--- src/rtl/vram_arbiter.sv ---
// Mode 13h VRAM arbiter: scanout owns even pixel slots in the
// active area, the CPU gets every other cycle; 2-cycle pixel pipe.
module vram_arbiter #(
  parameter int DISPLAY_WIDTH  = 320,
  parameter int DISPLAY_HEIGHT = 200,
  parameter int V_OFFSET       = 40,
  parameter int VRAM_SIZE      = 64000
) (
  input  logic        clk_25mhz,
  input  logic        reset,
  input  logic [9:0]  h_count,
  input  logic [9:0]  v_count,
  input  logic        display_enable,
  input  logic        cpu_req,
  input  logic        cpu_we,
  input  logic [15:0] cpu_addr,
  input  logic [7:0]  cpu_wdata,
  output logic        cpu_ack,
  output logic [7:0]  cpu_rdata,
  output logic        vram_en,
  output logic        vram_we,
  output logic [15:0] vram_addr,
  output logic [7:0]  vram_wdata,
  input  logic [7:0]  vram_rdata,
  output logic [7:0]  pixel_index,
  output logic        pixel_valid
);

  localparam logic [15:0] LP_W    = 16'(DISPLAY_WIDTH);
  localparam logic [15:0] LP_H    = 16'(DISPLAY_HEIGHT);
  localparam logic [9:0]  LP_VOFF = 10'(V_OFFSET);
  localparam logic [15:0] LP_SIZE = 16'(VRAM_SIZE);

  typedef enum logic [1:0] {
    S_IDLE,
    S_PEND,
    S_RDWAIT,
    S_ACK
  } state_t;

  state_t      r_state;
  state_t      w_state_nxt;
  logic        r_we;
  logic [15:0] r_addr;
  logic [7:0]  r_wdata;
  logic [7:0]  r_rdata;
  logic [7:0]  r_pix;
  logic        r_de1;
  logic        r_de2;
  logic        r_disp_d;

  logic [15:0] w_row;
  logic [15:0] w_col;
  logic [15:0] w_disp_addr;
  logic        w_disp_slot;
  logic        w_oor;
  logic        w_cpu_go;

  // Scanout address; row*320 reduces to (row<<8)+(row<<6).
  // Rows past the framebuffer never claim a slot.
  assign w_row       = 16'((v_count - LP_VOFF) >> 1);
  assign w_col       = 16'(h_count >> 1);
  assign w_disp_addr = w_row * LP_W + w_col;
  assign w_disp_slot = display_enable & ~h_count[0] & (w_row < LP_H);
  assign w_oor       = (r_addr >= LP_SIZE);

  // CPU state register.
  always_ff @(posedge clk_25mhz or posedge reset) begin
    if (reset) r_state <= S_IDLE;
    else       r_state <= w_state_nxt;
  end

  // CPU next state; the access fires only on a cycle scanout leaves free.
  always_comb begin
    w_state_nxt = r_state;
    w_cpu_go    = 1'b0;
    unique case (r_state)
      S_IDLE:   if (cpu_req) w_state_nxt = S_PEND;
      S_PEND: begin
        if (!w_disp_slot) begin
          w_cpu_go    = 1'b1;
          w_state_nxt = r_we ? S_ACK : S_RDWAIT;
        end
      end
      S_RDWAIT: w_state_nxt = S_ACK;
      S_ACK:    w_state_nxt = S_IDLE;
      default:  w_state_nxt = S_IDLE;
    endcase
  end

  // Latch the request on acceptance, capture read data one cycle after.
  always_ff @(posedge clk_25mhz or posedge reset) begin
    if (reset) begin
      r_we    <= 1'b0;
      r_addr  <= '0;
      r_wdata <= '0;
      r_rdata <= '0;
    end else begin
      if (r_state == S_IDLE && cpu_req) begin
        r_we    <= cpu_we;
        r_addr  <= cpu_addr;
        r_wdata <= cpu_wdata;
      end
      if (r_state == S_RDWAIT)
        r_rdata <= w_oor ? 8'h00 : vram_rdata;
    end
  end

  // Pixel pipe: grab the byte the cycle after a scanout read.
  always_ff @(posedge clk_25mhz or posedge reset) begin
    if (reset) begin
      r_de1    <= 1'b0;
      r_de2    <= 1'b0;
      r_disp_d <= 1'b0;
      r_pix    <= '0;
    end else begin
      r_de1    <= display_enable;
      r_de2    <= r_de1;
      r_disp_d <= w_disp_slot;
      if (r_disp_d) r_pix <= vram_rdata;
    end
  end

  // VRAM port mux: scanout first, then the pending CPU access.
  always_comb begin
    vram_en    = 1'b0;
    vram_we    = 1'b0;
    vram_addr  = '0;
    vram_wdata = '0;
    if (reset) begin
      vram_en = 1'b0;
    end else if (w_disp_slot) begin
      vram_en   = 1'b1;
      vram_addr = w_disp_addr;
    end else if (w_cpu_go) begin
      vram_en    = 1'b1;
      vram_we    = r_we & ~w_oor;
      vram_addr  = r_addr;
      vram_wdata = r_wdata;
    end
  end

  assign cpu_ack     = (r_state == S_ACK);
  assign cpu_rdata   = r_rdata;
  assign pixel_valid = r_de2;
  assign pixel_index = r_de2 ? r_pix : 8'h00;

endmodule

--- config.mk ---
export PLATFORM = sky130hd
export DESIGN_NAME = vram_arbiter
export DESIGN_NICKNAME = d
export VERILOG_FILES = /design/src/rtl/vram_arbiter.sv
export SDC_FILE = /design/constraint.sdc
export NUM_CORES = 1
export LEC_CHECK = 0
export BUFFER_PORTS_ARGS = -buffer_cell sky130_fd_sc_hd__buf_2
export CELL_PAD_IN_SITES_DETAIL_PLACEMENT = 1
export CELL_PAD_IN_SITES_GLOBAL_PLACEMENT = 1
export CORE_ASPECT_RATIO = 1.75
export CORE_MARGIN = 2
export CORE_UTILIZATION = 35
export DETAILED_ROUTE_END_ITERATION = 7
export PLACE_DENSITY_LB_ADDON = 0.1
export SYNTH_ARGS = -nofsm -noshare
export SYNTH_HDL_FRONTEND = slang
export SYNTH_SLANG_ARGS = --single-unit
--- constraint.sdc ---
create_clock -name clk_25mhz -period 3.2 [get_ports clk_25mhz]
set_input_delay 0.32 -clock clk_25mhz [delete_from_list [all_inputs] [get_ports clk_25mhz]]
set_output_delay 0.32 -clock clk_25mhz [all_outputs]
set_load 0.01 [all_outputs]
Word level (Yosys, flattened, before mapping)
Index checks and enable logic that the tools add are counted.
W data, S select, Z words.
Cells by class
  bitwise logic cells: 5
  $add $sub $neg: 2
  eq/ne operators: 5
  multipliers: 1
  reductions and logical operators: 3
  $lt $le $gt $ge: 2
  muxes and demuxes: 20
Operators by type and width (count)
  $mux W16: 3
  $mux W8: 5
  $add A16 B9 Y16: 1
  $ge A16 B16 Y1 const B: 1
  $lt A15 B8 Y1 const B: 1
  $mul A15 B3 Y10 const B: 1
  $sub A10 B6 Y11 const B: 1
  $mux W1: 9
  $pmux W2 S4: 1
  $eq A2 B2 Y1 const B: 2
  $mux W2: 2
  $ne A2 B2 Y1 const B: 2
  $and A1 B1 Y1: 3
  $eq A2 B1 Y1 const B: 1
  $logic_not A2 Y1: 1
  $not A1 Y1: 2
  $reduce_and A2 Y1: 1
  $logic_and A1 B1 Y1: 1
Storage, ports and cells
  output and inout port bits: 44
  input port bits: 57
  register bits after elaboration: 46
  logic and storage cells: 47

Longest topological paths before layout
  depth in word-level cells: 8
  gate-level depth with buffers: 15
  depth with buffers taken out: 14

Least setup slack after synthesis
No wires, ideal clock.
  kind: input to output
  start point: input v_count[3]
  end point: output vram_addr[15]
  stages on the path: 13
  data required time: 2.880 ns
  setup slack: -0.123 ns
  path buffers: 0
  arrival: 3.003 ns
  path through: inv_1 -> ha_1 -> nor2b_1 -> nor2_1 -> ha_1 -> inv_1 -> fa_1 -> nand2b_1 -> a21oi_1 -> xor2_1 -> and3_1 -> or3b_1 -> a31oi_1
On the way
  word-level cells in the longest chain between the ends: 8
  elaborated cells between the ends (all ways): 10
  classes of those cells: add/sub: 2; mul: 1; order compare: 1; mux: 5; bitwise: 1
Ends and longest elaborated chain
  start, declared: RTL line 12  | input logic [9:0] v_count,
  $sub A10 B6 Y11 *: RTL line 61  | assign w_row = 16'((v_count - LP_VOFF) >> 1);
  parallel branches: the longest is 5 deep, another holds $add A16 B9 Y16
  $mux W16 *: RTL line 132  | end else if (w_disp_slot) begin
  $mux W16 *: RTL line 130  | if (reset) begin
  end, declared: RTL line 22  | output logic [15:0] vram_addr,
Every way passes the cells marked *.

Final worst setup path
Ends and elaborated chain as after synthesis.

==> flow_results.org <==
** STA
- Count of pins over their slew limit :: 0
- The count of final hold-check violations came to 0.
- Transition time at the pin with the least slew margin :: between 900 and 1000 ps
- Final setup violation count :: 3
- Headroom to the max-slew limit :: 0.369
- After layout, the worst setup slack is -106 ps.
- Worst hold-check slack :: ~160 ps
- On the final layout, the worst clock skew is 3.89 ps.
- Highest attainable clock frequency :: ~300 MHz
- Setup repair after global routing could not meet its margin everywhere.
- Final critical-path required period :: around 3300 ps
- Portion of the clock cycle consumed by the worst path in the final layout :: 1.03

** Power and ir drop
- Worst-case vdd ir drop :: 0.319 mV
- Summed over all cells, the static leakage comes to 2.03 nW.
- Power per Cell Area :: ~660 mW/mm2
- Total power for the finished layout comes to approximately 2.8 mW.

** Final layout
- Nets@finish :: just over 500
- Synthesis-to-finish area growth :: 36.9%
- 0 antenna diodes ended up in the layout.
- Footprint of the flip-flops and latches :: approximately 0.0012 mm2
- Of the cells placed in the final design, the portion with a size suffix greater than 1 is 0.482.
- In the final layout, the multi-input gates occupy 0.00194 mm2.
- Fill cells :: approximately 1,000
- For this run, the share of the core covered by cells in the final layout is 0.491.
- Once layout is done, the placed cells without fillers occupy between 0.004 and 0.005 mm2.

** CTS
- TritonCTS built the clock tree.
- Root buffer cell :: clkbuf_16
- The number of hold buffers added after CTS was 0.
- After clock tree synthesis, the clock-pin slew on the worst setup and hold paths is roughly 60 ps.
- H-tree level count :: 2
- Counting every sink on the clock net gives 46.
- Clock insertion delay at the later pin of the skew report :: slightly below 300 ps
- Inserted Clock Buffers :: 5
- CTS Buffer Depth :: 2

** Floorplan
- Die extent in y :: about 130 um
- Number of rows in the core area :: 45
- The die is approximately 75 um wide.
- I/O pins :: approximately 100
- The core region is just under 0.009 mm2.
- For this configuration, the core starts out at a cell density of 0.359.
- Die area :: 0.00969 mm2

** Drt
- Routed length per placed instance :: approximately 15 um
- Number of vias per cell :: 4.93
- Total vias in the final route :: between 2,000 and 3,000
- Remaining number of nets flagged by the antenna check after routing :: 0
- Starting DRT DRC Count :: 62
- Drt drc :: 0
- Aggregate routed wire length :: between 8000 and 9000 um
- The first detailed-routing pass took 4 iterations.

** Global routing
- The number of global-route vias before repair is around 2,900.
- Maximum number of pins on one net before global-route repair :: 47
- GR Overflow Total :: 0
- Antenna violations before repair :: 0
- For this run, the total global-route usage over all layers was measured as 0.184.
- The first global-routing pass estimated ~14,000 um of wire.

** Synth
- Most instantiated library cell after synthesis :: dfrtp_1
- For this run, the leading register cell type out of synthesis is dfrtp_1.
- Post-synthesis sequential area ratio :: 0.370
- After synthesis, the netlist uses 52 different library cells.
- During synthesis, Yosys emitted a total of 0 warnings.
- Instance count of the mapped netlist :: 317
- By count the netlist is led by 46 x dfrtp_1, 34 x mux2_2, 30 x nand2_1.
- Area contributors post-synth :: dfrtp_1 37%, mux2_2 12%, ha_1 7.2%
- Synth Area per Inst :: 9.82 um2
- Cell type with the largest total area after synthesis :: dfrtp_1
- The synthesized design contains 46 register bits.
- Number of enable flip-flop cells after synthesis :: 0
- Of the post-synthesis cell area, the dominant cell type holds 0.370.
- Syn nets :: 394
- For this run, asynchronously set or reset flops after synthesis account for 1.00.
- Cell area after synthesis :: approximately 0.0031 mm2

** Placement
- Timing analysis after detailed placement gives a worst setup slack of -315 ps.
- Routability-driven placement finished with a final weighted congestion of between 0.7 and 0.8.
- Number of buffers added on ports :: a little under 100
- DPL Wire Length :: approximately 6600 um
- In this run the cell area measured after placement is 0.00388 mm2.

** Run status
- Outcome :: finished, violations left
- Failing checks :: setup timing

** Worst setup path
- Max stage delay cell, worst path :: or3b_1
- Data on the critical path arrives at its endpoint at 2990 ps.
- By startpoint and endpoint, the worst setup path is classified as in2out.
- Of all nets on the critical path, the largest fanout is 4.
- CP endpoint kind :: output pin
- Top cell by count, worst path :: nor2_1
- Series of cell instances along the critical path :: buf_8 -> buf_4 -> o21a_4 -> xnor2_2 -> and2_4 -> nor2_1 -> ha_4 -> a211oi_2 -> nor2_1 -> xor2_1 -> and3_1 -> and3_4 -> or3b_1 -> a31oi_2 -> buf_2
- For this run, the slowest stage of the critical path takes ~380 ps.
- CP Data Required Time :: 2880 ps
- STA classifies the critical path startpoint as an input port.

** Flow run
- Number of max-cap violations :: 0

** Hold path
- The path class of the tightest hold or removal check is in2reg.
final timing paths:
kind / to / cells past startpoint / slack, ps / startpoint
hold / removal: r_de1 / 1 / 160 / display_enable
hold reg to reg: pixel_valid / 0 / 380 / r_de1
min in group asynchronous: r_addr[14] / 2 / 470 / reset
setup / recovery: vram_addr[15] / 15 / -110 / v_count[3]
setup reg to reg: r_wdata[6] / 5 / 1210 / r_state[0]
max in group asynchronous: r_wdata[2] / 2 / 2150 / reset
metal layers:
layer / global-route usage / up-vias / wire (um)
met3: 0.0258 / 7 / 276
li1: - / 1332 / -
met5: 0 / - / 0
met2: 0.370 / 52 / 5020
met4: 0.0557 / 0 / 128
met1: 0.183 / 1353 / 2980
stage by stage:
stage,setup TNS (ps),cells
4_1_cts,-110,556
3_5_place_dp,-1030,542
2_1_floorplan,0,317
5_1_grt,-732,557
3_3_place_gp,-707,542
6_report,-124,557
timing repair:
action                                  in CTS  in global routing
setup buffers                                6                  1
hold endpoints to repair                     0                  0
resized for setup                           29                  4
pin swaps                                   24                 11
endpoints found under the setup margin       4                  4
layout by cell type, fill, tap and decap left out, types with 4 or more instances in the layout:
cell / n
a21oi_1: 17
o21ai_0: 8
buf_4: 33
buf_2: 97
clkbuf_16: 5
mux2_2: 33
nand2_1: 30
inv_1: 14
o22ai_1: 8
nor2_1: 13
dfrtp_1: 46
nand3_1: 4
ha_1: 12
ha_4: 5
and2_1: 16
nand3b_1: 16
xor2_1: 11
report_power, final:
part / switching (mW) / total [mW] / internal, mW
Combinational: 0.598 / 1.24 / 0.644
Sequential: 0.141 / 0.979 / 0.838
Clock: 0.217 / 0.585 / 0.368
Total: 0.956 / 2.81 / 1.85
kinds of logic after synthesis:
logic type      share of synthesized area
simple gates                        0.193
buf+inv                            0.0571
mux                                 0.126
xor+xnor                           0.0478
flops                               0.370
compound gates                      0.121
fa+ha+maj                          0.0852
layout make-up:
class | instances | share of cell area
Multi-Input combinational cell | 234 | 0.456
Clock inverter | 3 | 0.0106
Inverter | 19 | 0.0185
Tap cell | 117 | 0.0344
Sequential cell | 46 | 0.270
Clock buffer | 5 | 0.0294
Timing Repair Buffer | 133 | 0.181
worst max-delay path, delay by kind of cell:
kind                     cells  cell delay (ps)
AND/OR/NAND/NOR              6             1060
AO/OA/AOI/OAI                3              660
buffers and inverters        3              410
XOR/XNOR                     2              370
adder cells (fa/ha/maj)      1              160
flip-flops by register name, indices dropped and copies added (netlist names):
register,flops
r_de1,1
r_state,2
r_we,1
pixel_valid,1
r_wdata,8
r_addr,16
r_disp_d,1
r_pix,8
cpu_rdata,8
Power figures use the tool's default switching activity.
